## src/rtl/ps2_rx_fifo.sv

```systemverilog
//------------------------------------------------------------------------------
// Module   : ps2_rx_fifo
// Brief    : PS/2 frame receiver with glitch filter, timeout and FWFT byte FIFO
// Revision : 1.0 - initial release
//------------------------------------------------------------------------------
`default_nettype none

module ps2_rx_fifo #(
  parameter int FILTER    = 4,
  parameter int TIMEOUT   = 65535,
  parameter int FIFO_BITS = 3
) (
  input  logic                 clk_sys,
  input  logic                 reset_n,
  input  logic                 ps2_clk,
  input  logic                 ps2_data,
  input  logic                 rd,
  output logic [7:0]           dout,
  output logic                 empty,
  output logic [FIFO_BITS:0]   count,
  output logic                 err_parity,
  output logic                 err_frame,
  output logic                 err_timeout,
  output logic                 overflow,
  input  logic                 ovf_clr
);

  localparam int                 c_depth = 2 ** FIFO_BITS;
  localparam int                 c_to_w  = $clog2(TIMEOUT + 1);
  localparam logic [FIFO_BITS:0] c_full  = (FIFO_BITS + 1)'(c_depth);
  localparam logic [c_to_w-1:0]  c_to    = c_to_w'(TIMEOUT);

  localparam logic [1:0] c_st_idle   = 2'd0;
  localparam logic [1:0] c_st_data   = 2'd1;
  localparam logic [1:0] c_st_parity = 2'd2;
  localparam logic [1:0] c_st_stop   = 2'd3;

  // Line conditioning: bit 0 is the PS/2 clock, bit 1 the PS/2 data
  logic [1:0] w_raw;
  logic [1:0] w_filt;
  assign w_raw = {ps2_data, ps2_clk};

  for (genvar i = 0; i < 2; i++) begin : g_cond
    logic [1:0] r_sync;
    logic [3:0] r_cnt;
    logic       r_filt;

    always_ff @(posedge clk_sys or negedge reset_n) begin
      if (!reset_n) begin
        r_sync <= 2'b11;
        r_cnt  <= '0;
        r_filt <= 1'b1;
      end else begin
        r_sync <= {r_sync[0], w_raw[i]};
        if (r_sync[1] == r_filt) begin
          r_cnt <= '0;
        end else if (r_cnt == 4'(FILTER - 1)) begin
          r_cnt  <= '0;
          r_filt <= r_sync[1];
        end else begin
          r_cnt <= r_cnt + 4'd1;
        end
      end
    end

    assign w_filt[i] = r_filt;
  end

  logic r_clk_prev;
  logic w_fall;
  logic w_bit;

  always_ff @(posedge clk_sys or negedge reset_n) begin
    if (!reset_n) r_clk_prev <= 1'b1;
    else          r_clk_prev <= w_filt[0];
  end

  assign w_fall = r_clk_prev & ~w_filt[0];
  assign w_bit  = w_filt[1];

  // Frame state machine
  logic [1:0]        r_state;
  logic [1:0]        w_state_nxt;
  logic [2:0]        r_bit_cnt;
  logic [7:0]        r_shift;
  logic              r_par;
  logic [c_to_w-1:0] r_to_cnt;
  logic              w_timeout;
  logic              w_start;
  logic              w_shift;
  logic              w_par_ld;
  logic              w_done;
  logic              w_abort;

  assign w_timeout = (r_state != c_st_idle) && (r_to_cnt == c_to);

  always_ff @(posedge clk_sys or negedge reset_n) begin
    if (!reset_n) r_state <= c_st_idle;
    else          r_state <= w_state_nxt;
  end

  always_comb begin
    w_state_nxt = r_state;
    case (r_state)
      c_st_idle:   if (w_fall && !w_bit)                 w_state_nxt = c_st_data;
      c_st_data:   if (w_fall && (r_bit_cnt == 3'd7))    w_state_nxt = c_st_parity;
      c_st_parity: if (w_fall)                           w_state_nxt = c_st_stop;
      c_st_stop:   if (w_fall)                           w_state_nxt = c_st_idle;
      default:                                           w_state_nxt = c_st_idle;
    endcase
    // A real edge beats a coincident timeout
    if (w_timeout && !w_fall) w_state_nxt = c_st_idle;
  end

  always_comb begin
    w_start  = 1'b0;
    w_shift  = 1'b0;
    w_par_ld = 1'b0;
    w_done   = 1'b0;
    w_abort  = w_timeout & ~w_fall;
    case (r_state)
      c_st_idle:   w_start  = w_fall & ~w_bit;
      c_st_data:   w_shift  = w_fall;
      c_st_parity: w_par_ld = w_fall;
      c_st_stop:   w_done   = w_fall;
      default:     w_start  = 1'b0;
    endcase
  end

  always_ff @(posedge clk_sys or negedge reset_n) begin
    if (!reset_n) begin
      r_bit_cnt <= '0;
      r_shift   <= '0;
      r_par     <= 1'b0;
      r_to_cnt  <= '0;
    end else begin
      if (w_start) begin
        r_bit_cnt <= '0;
        r_shift   <= '0;
      end
      if (w_shift) begin
        r_shift   <= {w_bit, r_shift[7:1]};
        r_bit_cnt <= r_bit_cnt + 3'd1;
      end
      if (w_par_ld) r_par <= w_bit;
      if ((r_state == c_st_idle) || w_fall) r_to_cnt <= '0;
      else                                  r_to_cnt <= r_to_cnt + 1'b1;
    end
  end

  // Frame verdict is registered, so the write lands one cycle after the stop edge
  logic       w_par_ok;
  logic       r_wr_en;
  logic [7:0] r_wr_byte;

  assign w_par_ok = ^{r_shift, r_par};

  always_ff @(posedge clk_sys or negedge reset_n) begin
    if (!reset_n) begin
      r_wr_en     <= 1'b0;
      r_wr_byte   <= '0;
      err_parity  <= 1'b0;
      err_frame   <= 1'b0;
      err_timeout <= 1'b0;
    end else begin
      r_wr_en     <= w_done & w_par_ok & w_bit;
      r_wr_byte   <= r_shift;
      err_parity  <= w_done & ~w_par_ok;
      err_frame   <= w_done & ~w_bit;
      err_timeout <= w_abort;
    end
  end

  // First-word-fall-through FIFO
  logic [7:0]           r_mem [c_depth];
  logic [FIFO_BITS-1:0] r_wr_ptr;
  logic [FIFO_BITS-1:0] r_rd_ptr;
  logic [FIFO_BITS:0]   r_count;
  logic                 w_full;
  logic                 w_do_rd;
  logic                 w_do_wr;

  assign w_full  = (r_count == c_full);
  assign w_do_rd = rd && (r_count != '0);
  assign w_do_wr = r_wr_en && (!w_full || w_do_rd);

  always_ff @(posedge clk_sys or negedge reset_n) begin
    if (!reset_n) begin
      for (int i = 0; i < c_depth; i++) r_mem[i] <= '0;
      r_wr_ptr <= '0;
      r_rd_ptr <= '0;
      r_count  <= '0;
      overflow <= 1'b0;
    end else begin
      if (w_do_wr) begin
        r_mem[r_wr_ptr] <= r_wr_byte;
        r_wr_ptr        <= r_wr_ptr + 1'b1;
      end
      if (w_do_rd) r_rd_ptr <= r_rd_ptr + 1'b1;
      case ({w_do_wr, w_do_rd})
        2'b10:   r_count <= r_count + 1'b1;
        2'b01:   r_count <= r_count - 1'b1;
        default: r_count <= r_count;
      endcase
      if (ovf_clr)                                overflow <= 1'b0;
      else if (r_wr_en && w_full && !w_do_rd)     overflow <= 1'b1;
    end
  end

  assign dout  = r_mem[r_rd_ptr];
  assign empty = (r_count == '0);
  assign count = r_count;

endmodule

`default_nettype wire

```

## config.mk

```make
export PLATFORM = sky130hd
export DESIGN_NAME = ps2_rx_fifo
export DESIGN_NICKNAME = d
export VERILOG_FILES = /design/src/rtl/ps2_rx_fifo.sv
export SDC_FILE = /design/constraint.sdc
export NUM_CORES = 1
export LEC_CHECK = 0
export BUFFER_PORTS_ARGS = -buffer_cell sky130_fd_sc_hd__buf_2
export CORE_AREA = 2 2 165 86
export DETAILED_ROUTE_END_ITERATION = 16
export DIE_AREA = 0 0 167 88
export GPL_TIMING_DRIVEN = 1
export PLACE_DENSITY = 0.63
export SYNTH_ARGS = -nofsm -noshare
export SYNTH_HDL_FRONTEND = slang
export SYNTH_SLANG_ARGS = --single-unit
```

## constraint.sdc

```tcl
create_clock -name clk_sys -period 2.91 [get_ports clk_sys]
set_input_delay 0.582 -clock clk_sys [delete_from_list [all_inputs] [get_ports clk_sys]]
set_output_delay 0.582 -clock clk_sys [all_outputs]
set_load 0.02 [all_outputs]
```

# --- After elaboration in Yosys (flattened, before gate mapping) ---
# Cells that the tools add are included.
word_totals:
  in_bits: 6
  output_inout_bits: 17
  word_cells: 125
  regBits: 132
classes:
  n_mux: 28
  bitwise: 15
  addsub: 8
  eq_ne: 16
  n_lt_le_gt_ge: 3
  reduce_logical: 26
ops:
  columns: ["cell", "n"]
  rows:
  - ["64-bit bitwise mux", 1]
  - ["8-bit two-way mux", 5]
  - ["8-bit binary-select mux with 3-bit select", 1]
  - ["8-bit demux with 3-bit select", 1]
  - ["16-bit by 1-bit adder with 16-bit output (second input constant)", 1]
  - ["16-bit == test (second input constant)", 1]
  - ["16-bit two-way mux", 1]
  - ["4-bit two-way mux", 4]
  - ["4-bit by 1-bit adder with 4-bit output (second input constant)", 3]
  - ["3-bit inequality test (second input constant)", 4]
  - ["2-bit two-way mux", 5]
  - ["3-bit by 1-bit adder with 3-bit output (second input constant)", 3]
  - ["1-bit logical AND", 9]
  - ["9-bit XOR reduction", 1]
  - ["4-bit by 2-bit == test with 1-bit output (second input constant)", 2]
  - ["4-bit greater-or-equal comparator (second input constant)", 2]
  - ["3-bit inverter with 4-bit output", 2]
  - ["2-bit one-hot mux with 4 select lines", 1]
  - ["4-bit one-hot mux with 2 select lines", 1]
  - ["2-bit nonzero test", 4]
  - ["1-bit bitwise AND", 7]
  - ["2-bit == test (second input constant)", 3]
  - ["1-bit two-way mux", 6]
  - ["3-bit two-way mux", 2]
  - ["14 further kinds", 26]

# --- Longest topological paths before layout ---
# Gate-level depths: netlist of run 1.
logic_depth:
  word_depth: 6
  ltp_mapped: 11
  ltp_nobuf: 10

# --- Least setup slack after synthesis of run 1 ---
# No wires, ideal clock.
synth_path:
  path_kind: "reg-to-reg"
  startpoint: "register r_count[2], in the netlist count[2]"
  endpoint: "register r_count[2], in the netlist count[2]"
  t_required_ns: 2.776
  slack_ns: 0.399
  arrival_time_ns: 2.377
  setup_time_ns: 0.134
  path_stages_with_launch: 12
  n_path_buf: 1
  period_less_slack_ns: 2.511
  path_cell_list: "dfrtp_1 > or3_4 > o21a_1 > buf_6 > inv_2 > ha_1 > xor2_1 > ha_1 > a21oi_1 > xor2_1 > nor2_1 > xor2_1"
synth_between:
  elab_chain_len: 6
  elab_cells_between_ends: 12
  cone_classes: "add/sub (2); eq/ne (3); mux (1); reduce/logical (6)"
synth_lines:
  columns: ["element", "line", "source"]
  rows:
  - ["start: declaration", "178", "logic [FIFO_BITS:0] r_count;"]
  - ["start signal: assignment", "201", "2'b10: r_count <= r_count + 1'b1;"]
  - ["start signal: assignment", "202", "2'b01: r_count <= r_count - 1'b1;"]
  - ["start signal: assignment", "203", "default: r_count <= r_count;"]
  - ["4-bit == test or 4-bit nonzero test (tied branches)", "183, 184", null]
  - ["1-bit zero test or 1-bit logical AND (tied branches)", "185, 184", null]
  - ["1-bit logical OR", "185", "assign w_do_wr = r_wr_en && (!w_full || w_do_rd);"]
  - ["1-bit logical AND", "185", null]
  - ["2-bit by 1-bit == test with 1-bit output or 2-bit == test (tied branches)", "200", "case ({w_do_wr, w_do_rd})"]
  - ["4-bit one-hot mux with 2 select lines or 2-bit nonzero test (tied branches)", null, null]
# Parallel ways exist; a longest one is shown, timed or not.
# A chain may end at the register's enable or synchronous reset.

# --- Final worst setup path of run 1 ---
layout_path:
  startpoint: "register r_rd_ptr[0]"
  endpoint: "output port dout[5]"
layout_between:
  elab_chain_len: 4
layout_lines:
  columns: ["element", "line", "source"]
  rows:
  - ["start: declaration", "177", "logic [FIFO_BITS-1:0] r_rd_ptr;"]
  - ["start signal: assignment", "199", "if (w_do_rd) r_rd_ptr <= r_rd_ptr + 1'b1;"]
  - ["3-bit inverter with 4-bit output (implied by the code)", "210", "assign dout = r_mem[r_rd_ptr];"]
  - ["8-bit binary-select mux with 3-bit select", "210", null]
  - ["8-bit two-way mux (implied by the code) (2 in series)", "210", null]
  - ["end: declaration", "18", "output logic [7:0] dout,"]
# No other way between the ends. The select of a mux whose other input is x is not followed.

==> run_results.csv, run 1 <==
group,metric,value,unit
status,status,"finished clean",
synth,ys_types,45,
sta,finClkSkew,0.00974,ns
grt,grt_use_total,0.172,
grt,antenna_found_initial,0,
clock_network,cts_root_buf,"clkbuf_16",
pwr,p_leak,3.26,nW
setup_path,critPathRequiredTime,2.33,ns
grt,overflow,0,
clock_network,clockBufferDepth,2,
clock_network,htreeDepth,4,
floorplan,die_width,167,µm
cells_and_area,layout_common_cells,"dfrtp_1 (125), mux2_2 (77), nor2_1 (24), buf_2 (21), xnor2_1 (18)",
clock_network,insertion_delay,0.41,ns
grt,grt_max_degree,47,
setup_path,reg2reg_from,"count[2]",
sta,finalMaxSlewViolations,0,
sta,min_period_over_period,0.927,
clock_network,postCtsHoldBufs,0,
synth,syn_avg_cell_area,14.1,µm²
floorplan,initial_core_util,0.444,
setup_path,cpPeakStageDelay,0.57,ns
grt,grt_pass1_wl,18.9,mm
drt,drc_errors,0,
synth,ys_ff_latch,132,
clock_network,post_cts_resized,0,
sta,min_period,2.70,ns
setup_path,path_cells,"buf_4 -> mux4_2 -> mux2_2 -> buf_2",
synth,synthArstFlopShare,1.00,
clock_network,cts_buffers,17,
sta,final-hold-violation-count,0,
floorplan,die_area,0.0147,mm²
cells_and_area,syn_to_final_growth,17.3,%
cells_and_area,diodes,0,
drt,wirelength,11.2,mm
cells_and_area,stdcell_count,641,
pwr,vdd_drop_max,909,µV
setup_path,arrival,2.12,ns
grt,grt_pass1_vias,3511,
synth,yosys-top-cells-area,"dfrtp_1 (53%), mux2_2 (15%), mux4_2 (6.1%), dfstp_2 (3.1%), ha_1 (3.0%)",
setup_path,critPathMaxFanout,18,
synth,synth_warnings,0,
cells_and_area,fin_nets,472,
clock_network,cts.sink_count,132,
synth,synth_ff_type,"dfrtp_1",
drt,drt-pass1-iter-count,4,
cells_and_area,fill_cells,1094,
drt,drtIter0Drc,215,
setup_path,cp_slowest_cell,"mux4_2",
hold_path,hp-class,"in -> async",
sta,slew_headroom,0.137,
placed_design,place_inst,609,
placed_design,detailed_place_hpwl,7.48,mm
flow_run,drv_cap,0,
drt,wire_per_inst,17.5,µm
synth,synth.top_cell.area_share,0.531,
sta,setup_viol_count_final,0,
cells_and_area,drive_gt1_frac,0.374,
cells_and_area,final_common_cell,"dfrtp_1",
setup_path,rr_worst_depth,10,
setup_path,critPathLaunchType,"flip-flop",
drt,ant_nets,0,
synth,synth-seq-area-share,0.562,
synth,synth_cells,418,
sta,max_clock_freq,371,MHz
synth,synth_edf_count,0,
sta,setup_tns,0,ns
setup_path,reg2reg_to,"count[2]",
synth,netlist_area,0.00589,mm²
floorplan,die_height,88,µm
floorplan,io_pins,23,
setup_path,crit_start,"r_rd_ptr[0]",
drt,num_vias,3412,
sta,tightest_slew,1.28,ns
drt,viasPerCell,5.32,
synth,yosysTopAreaCell,"dfrtp_1",
pwr,powerDensity,879,mW/mm²
placed_design,port_buffers,22,
setup_path,r2r_slack,0.31,ns
placed_design,gp_routability_congestion,0.784,
clock_network,cts_tree,"done",
pwr,power,6.07,mW
synth,synth_fp_nets,438,
floorplan,core_area,0.0133,mm²
clock_network,cts.clk_slew.worst_paths,0.06,ns
setup_path,critPathKind,"reg -> out",
clock_network,post_cts_buffers,0,
floorplan,num_rows,30,
sta,rsz0062_at_grt,"false",
setup_path,critPathCaptureType,"primary output",
==> critical path: cells and delay by family, from the launching register on <==
| family | cells | cell delay [ns] |
|---|---|---|
| mux | 2 | 0.85 |
| buf+inv | 2 | 0.51 |
| flops | 1 | 0.32 |
==> registers in the layout, summed over array words and instances, names as in the netlist, 2 cells and up <==
register       count
r_shift            8
r_bit_cnt          3
r_to_cnt          16
r_state            2
g_cond.r_sync      4
r_rd_ptr           3
count              4
g_cond.r_cnt       8
r_mem             64
g_cond.r_filt      2
r_wr_ptr           3
r_wr_byte          8
==> stage by stage <==
step / cell area, µm² / utilization / setup slack [ns] / hold slack, ns
after floorplan: 5890 / - / 0.399 / 0.286
after global placement: 6240 / 0.471 / 0.364 / 0.347
after detailed placement: 6240 / 0.471 / 0.304 / 0.349
after CTS: 6900 / 0.521 / 0.171 / 0.199
after global routing: 6900 / 0.521 / 0.0917 / 0.233
final: 6900 / 0.521 / 0.212 / 0.201
==> cell type report <==
type                       count  area, µm²  area share
sequential                   132       3310       0.480
timing repair buffer          29        190      0.0275
clock buffer                  20        467      0.0676
inverter                       9       33.8     0.00489
clock inverter                12        201      0.0292
multi-input combinational    263       2480       0.359
tap                          176        220      0.0319
==> synthesized netlist by cell type, types with 8 or more instances <==
| master | count |
|---|---|
| inv_1 | 8 |
| xor2_1 | 12 |
| nand2_1 | 12 |
| ha_1 | 14 |
| nor3_1 | 9 |
| a21oi_1 | 8 |
| dfrtp_1 | 125 |
| a22o_1 | 10 |
| mux2_2 | 77 |
| mux4_2 | 16 |
| nand2b_1 | 8 |
| xnor2_1 | 18 |
| nor2_1 | 24 |
==> routing by layer <==
layer / up-vias / track usage / wire [µm]
li1: 1581 / - / -
met1: 1776 / 0.251 / 6000
met2: 44 / 0.237 / 4710
met3: 11 / 0.0610 / 425
met4: 0 / 0.0588 / 123
met5: - / 0 / 0
==> worst max-delay path by stage <==
stage / endpoint / slack, ns / cells past startpoint
floorplan: count[2] / 0.40 / 11
global placement: count[2] / 0.36 / 10
detailed placement: count[2] / 0.30 / 10
CTS: dout[5] / 0.17 / 4
global route: dout[5] / 0.09 / 4
finish: dout[5] / 0.21 / 4
==> where the power goes <==
| part | switching (mW) | leakage (nW) | total [mW] | internal [mW] |
|---|---|---|---|---|
| logic | 0.674 | 1.16 | 1.28 | 0.604 |
| clock network | 0.791 | 0.322 | 2.38 | 1.59 |
| registers | 0.322 | 1.78 | 2.41 | 2.09 |
==> cell families (layout without fill, tap and decap cells) <==
logic type	after synthesis	after routing	synth area share
flip-flops	132	132	0.562
multiplexers	94	94	0.210
AND/OR/NAND/NOR	93	93	0.0956
AO/OA/AOI/OAI	31	31	0.0370
XOR/XNOR	31	31	0.0484
buffers and inverters	23	70	0.0164
adder cells (fa/ha/maj)	14	14	0.0297
Note: power is estimated with default switching activity, not from simulation.
==> inputs of run 2 (changes only) <==
- CAP_MARGIN: unset -> 20
- CORE_AREA: 2 2 165 86 -> 5 5 168 89
- DIE_AREA: 0 0 167 88 -> 0 0 173 94
==> run_results.csv, run 2 (synthesis gave the netlist of run 1 again) <==
group,metric,value,unit
status,status,"finished clean",
floorplan,io_pins,23,
cells_and_area,syn_to_final_growth,17.4,%
drt,wl_met3,416,µm
sta,setup_viol_count_final,0,
floorplan,die_width,173,µm
sta,max_clock_freq,374,MHz
grt,grt_pass1_wl,19.5,mm
setup_path,cp_num_buf_inv,2,
grt,antenna_found_initial,0,
clock_network,cts.sink_count,132,
setup_path,critPathRequiredTime,2.33,ns
cells_and_area,multiInputGateArea,0.00248,mm²
clock_network,htreeDepth,4,
cells_and_area,final_common_cell,"dfrtp_1",
cells_and_area,drive_gt1_frac,0.376,
drt,drtIter0Drc,179,
hold_path,hp-class,"in -> async",
sta,rsz0062_at_grt,"false",
setup_path,cp_slowest_cell,"mux4_2",
sta,finClkSkew,0.0111,ns
cells_and_area,layout_common_cells,"dfrtp_1 (125), mux2_2 (77), nor2_1 (24), buf_2 (22), xnor2_1 (18)",
grt,grt_pass1_vias,3560,
pwr,power,6.08,mW
drt,drt-pass1-iter-count,4,
floorplan,initial_core_util,0.443,
drt,num_vias,3479,
clock_network,postCtsHoldBufs,0,
grt,grt_use_total,0.155,
placed_design,detailed_place_hpwl,7.72,mm
placed_design,gp_routability_congestion,0.745,
clock_network,cts.clk_slew.worst_paths,0.06,ns
cells_and_area,fill_cells,1118,
drt,highest_layer,"met4",
cells_and_area,diodes,0,
sta,final-hold-violation-count,0,
cells_and_area,top_register,"r_mem",
grt,grt_max_degree,57,
sta,min_period_over_period,0.919,
cells_and_area,top_regs,"r_mem: 64 flops, r_to_cnt: 16 flops",
clock_network,post_cts_resized,0,
floorplan,num_rows,30,
setup_path,arrival,2.09,ns
pwr,vdd_drop_max,443,µV
clock_network,clockBufferDepth,2,
drt,wl_met1,5.99,mm
setup_path,critPathMaxFanout,18,
grt,overflow,0,
sta,finalMaxSlewViolations,0,
floorplan,core_area,0.0133,mm²
cells_and_area,seq_area,0.00331,mm²
clock_network,cts_buffers,17,
sta,setup_tns,0,ns
drt,wl_met2,4.69,mm
sta,tightest_slew,0.844,ns
sta,min_period,2.68,ns
flow_run,drv_cap,0,
drt,wirelength,11.2,mm
setup_path,critPathTopFamily,"multiplexers",
drt,ant_nets,0,
clock_network,post_cts_buffers,0,
pwr,powerDensity,880,mW/mm²
drt,wire_per_inst,17.4,µm
clock_network,cts_root_buf,"clkbuf_16",
drt,viasPerCell,5.40,
clock_network,cts_tree,"done",
setup_path,cpPeakStageDelay,0.58,ns
sta,slew_headroom,0.432,
placed_design,port_buffers,22,
pwr,p_leak,3.26,nW
setup_path,critPathCaptureType,"primary output",
setup_path,critPathKind,"reg -> out",
drt,drc_errors,0,
clock_network,insertion_delay,0.41,ns
setup_path,critPathLaunchType,"flip-flop",
setup_path,path_cells,"buf_4 -> mux4_2 -> mux2_2 -> buf_2",
cells_and_area,largest_reg_flops,64,
cells_and_area,fin_nets,475,
floorplan,die_height,94,µm
floorplan,die_area,0.0163,mm²
run 2: changes by cell type in the layout (fill, tap and decap cells not counted):
cell / delta
buf_2: +1
buf_4: +2
clkbuf_1: +1
clkbuf_8: -3
clkinv_2: -2
clkinv_4: -1
clkinvlp_4: +1
inv_6: +4
run 2: routing by layer:
metal / global-route usage / up-vias
met5: 0 / -
met4: 0.0518 / 0
met3: 0.0394 / 13
met2: 0.220 / 64
met1: 0.232 / 1826
li1: - / 1576
run 2: report_power, final:
group	leakage, nW	switching (mW)	total [mW]	internal, mW
Combinational	1.17	0.687	1.30	0.611
Sequential	1.78	0.328	2.42	2.09
Clock	0.308	0.829	2.36	1.53
run 2: path summary, 6_finish.rpt:
path | slack [ns] | cells after the start | startpoint | endpoint
max | 0.23 | 4 | r_rd_ptr[0] | dout[7]
max reg2reg | 0.47 | 10 | count[1] | count[2]
min | 0.18 | 1 | reset_n | r_to_cnt[1]
min reg2reg | 0.35 | 0 | g_cond[1].r_sync[0] | g_cond[1].r_sync[1]
min in group clk_sys | 0.27 | 1 | ps2_clk | g_cond[0].r_sync[0]
max in group asynchronous | 2.02 | 2 | reset_n | r_mem[19]
run 2: final cells by class:
| class | instances | share of cell area |
|---|---|---|
| inverter | 9 | 0.00489 |
| multi-input combinational | 263 | 0.359 |
| clock buffer | 18 | 0.0621 |
| sequential | 132 | 0.479 |
| timing repair buffer | 32 | 0.0304 |
| clock inverter | 14 | 0.0326 |
| tap | 176 | 0.0319 |
run 2: worst register-to-register path, delay by kind of cell (launching register included):
family	cells	cell delay [ns]
AOI/OAI and AO/OA	2	0.47
buffers and inverters	1	0.10
DFF	1	0.45
and+or+nand+nor	2	0.48
adders and majority gates	2	0.42
xor gates and xnor gates	3	0.40
run 2: stage by stage:
| step | hold WS, ns | util | worst slack [ns] | area (µm²) | std cells |
|---|---|---|---|---|---|
| detailed placement | 0.347 | 0.471 | 0.488 | 6260 | 612 |
| floorplan | 0.286 | - | 0.399 | 5890 | 418 |
| finish | 0.180 | 0.520 | 0.234 | 6910 | 644 |
| global route | 0.227 | 0.520 | 0.130 | 6910 | 644 |
| CTS | 0.196 | 0.520 | 0.203 | 6910 | 644 |
| global placement | 0.347 | 0.470 | 0.535 | 6250 | 611 |
==> inputs of run 3 (changes only) <==
- ABC_AREA: unset -> 1
- CORE_AREA: 5 5 168 89 -> 5 5 170 90
- DIE_AREA: 0 0 173 94 -> 0 0 175 95
- clock period: 2.91 -> 2.9 ns (I/O delays scaled with it)
==> run_results.csv, run 3 <==
group,metric,value,unit
sta,final-hold-violation-count,0,
sta,slew_headroom,0.536,
sta,finalMaxSlewViolations,0,
clock_network,cts_tree,"done",
drt,drtIter0Drc,326,
setup_path,critPathMaxFanout,17,
flow_run,drv_cap,0,
synth,synth.most_common_cell,"nand2_1",
hold_path,hp-class,"in -> async",
sta,min_period_over_period,0.908,
clock_network,postCtsHoldBufs,0,
floorplan,core_area,0.0139,mm²
clock_network,htreeDepth,4,
cells_and_area,final_common_cell,"nand2_1",
floorplan,num_rows,31,
setup_path,arrival,2.05,ns
drt,drc_errors,0,
synth,synth_ff_type,"dfrtp_1",
synth,synth_common_cells,"nand2_1 (153), dfrtp_1 (125), nor2_1 (73)",
grt,grt_pass1_wl,23.3,mm
setup_path,cp-endpoint,"dout[6]",
cells_and_area,top_register,"r_mem",
clock_network,clockBufferDepth,2,
synth,yosysTopAreaCell,"dfrtp_1",
setup_path,reg2reg_from,"count[1]",
setup_path,critPathKind,"reg -> out",
cells_and_area,layout_common_cells,"nand2_1 (153), dfrtp_1 (125), nor2_1 (73)",
cells_and_area,drive_gt1_frac,0.133,
synth,synth.top_cell.area_share,0.518,
drt,wire_per_inst,15.4,µm
drt,wirelength,13.6,mm
sta,rsz0062_at_grt,"false",
setup_path,crit_start,"r_rd_ptr[0]",
floorplan,initial_core_util,0.435,
cells_and_area,diodes,0,
grt,antenna_found_initial,0,
synth,yosys-top-cells-area,"dfrtp_1 (52%), nand2_1 (9.5%), nor2_1 (4.5%), o21ai_0 (4.2%), o21ai_1 (4.2%)",
setup_path,critPathLaunchType,"flip-flop",
clock_network,cts.clk_slew.worst_paths,0.06,ns
synth,synthArstFlopShare,1.00,
synth,synth_warnings,0,
sta,min_period,2.63,ns
drt,ant_nets,0,
grt,grt_max_degree,53,
placed_design,detailed_place_hpwl,9.65,mm
synth,ys_types,35,
synth,netlist_area,0.00604,mm²
setup_path,r2r_slack,0.78,ns
floorplan,io_pins,23,
setup_path,reg2reg_to,"count[2]",
placed_design,placedInstanceArea,0.00631,mm²
floorplan,die_width,175,µm
sta,setup_tns,0,ns
setup_path,rr_worst_depth,10,
floorplan,die_area,0.0166,mm²
grt,grt_use_total,0.178,
synth,synth_edf_count,0,
sta,max_clock_freq,380,MHz
clock_network,post_cts_buffers,0,
synth,syn_avg_cell_area,9.13,µm²
placed_design,gp_routability_congestion,0.818,
cells_and_area,stdcell_area,0.00695,mm²
cells_and_area,fill_cells,1258,
status,status,"finished clean",
floorplan,die_height,95,µm
synth,synth_fp_nets,682,
clock_network,insertion_delay,0.42,ns
clock_network,post_cts_resized,0,
placed_design,port_buffers,22,
synth,synth-seq-area-share,0.548,
setup_path,critPathCaptureType,"primary output",
cells_and_area,fin_nets,712,
sta,tightest_slew,0.696,ns
synth,ys_ff_latch,132,
cells_and_area,top_regs,"r_mem: 64 flops, r_to_cnt: 16 flops",
sta,setup_viol_count_final,0,
setup_path,critPathRequiredTime,2.32,ns
clock_network,cts_root_buf,"clkbuf_16",
pwr,p_leak,3.25,nW
grt,overflow,0,
pwr,powerDensity,971,mW/mm²
drt,num_vias,4643,
synth,synth_cells,662,
pwr,vdd_drop_max,458,µV
clock_network,cts.sink_count,132,
drt,drt-pass1-iter-count,5,
cells_and_area,largest_reg_flops,64,
drt,viasPerCell,5.24,
grt,grt_pass1_vias,4557,
cells_and_area,syn_to_final_growth,15.0,%
sta,finClkSkew,0.0106,ns
clock_network,cts_buffers,17,
[run 3: routing by layer]
layer | share of wire | wire length [µm] | track usage
met2 | 0.42 | 5690 | 0.263
met4 | 0.0060 | 82 | 0.0451
met3 | 0.049 | 664 | 0.0424
met1 | 0.53 | 7180 | 0.264
met5 | 0 | 0 | 0
[run 3: how the worst min path moves through the flow]
stage,end,depth (start not counted),slack [ns]
6_report,r_mem[31],1,0.21
5_1_grt,r_mem[31],1,0.25
4_1_cts,r_mem[31],1,0.23
3_5_place_dp,g_cond[1].r_sync[1],0,0.35
3_3_place_gp,g_cond[1].r_sync[1],0,0.35
2_1_floorplan,count[0],0,0.28
[run 3: worst max-delay path, cell delays in order, from the launching register on]
cell and delay (ns):
dfrtp_1 0.37, inv_1 0.40, buf_4 0.31, o21ai_0 0.11, a31oi_1 0.23, buf_2 0.21
[run 3: area by class of cell]
| cell class | instances | area, µm² | share of cell area |
|---|---|---|---|
| Clock inverter | 14 | 201 | 0.0290 |
| Sequential cell | 132 | 3310 | 0.477 |
| Inverter | 58 | 220 | 0.0317 |
| Timing Repair Buffer | 29 | 178 | 0.0256 |
| Clock buffer | 18 | 439 | 0.0632 |
| Multi-Input combinational cell | 454 | 2370 | 0.341 |
| Tap cell | 181 | 226 | 0.0326 |
[run 3: per-stage QoR]
stage | setup WS, ns | utilization | power [mW] | hold WS (ns) | cells
finish | 0.266 | 0.501 | 6.75 | 0.207 | 886
detailed placement | 0.761 | 0.454 | 4.45 | 0.349 | 854
global placement | 0.776 | 0.454 | 4.37 | 0.350 | 854
CTS | 0.287 | 0.501 | 6.80 | 0.227 | 886
global route | 0.154 | 0.501 | 7.17 | 0.254 | 886
floorplan | 0.862 | - | 3.83 | 0.284 | 662
[run 3: logic make-up after synthesis]
group           count (synthesis)  synth area share
xor+xnor                       18            0.0261
mux                             1           0.00186
compound gates                148             0.132
fa+ha+maj                      14            0.0290
flops                         132             0.548
simple gates                  273             0.204
buf+inv                        76            0.0592
[run 3: report_power, final]
| part | leakage, nW | switching, mW | internal (mW) |
|---|---|---|---|
| combinational | 1.17 | 1.40 | 0.655 |
| sequential | 1.78 | 0.266 | 2.11 |
| clock | 0.307 | 0.847 | 1.47 |
| total | 3.25 | 2.51 | 4.23 |
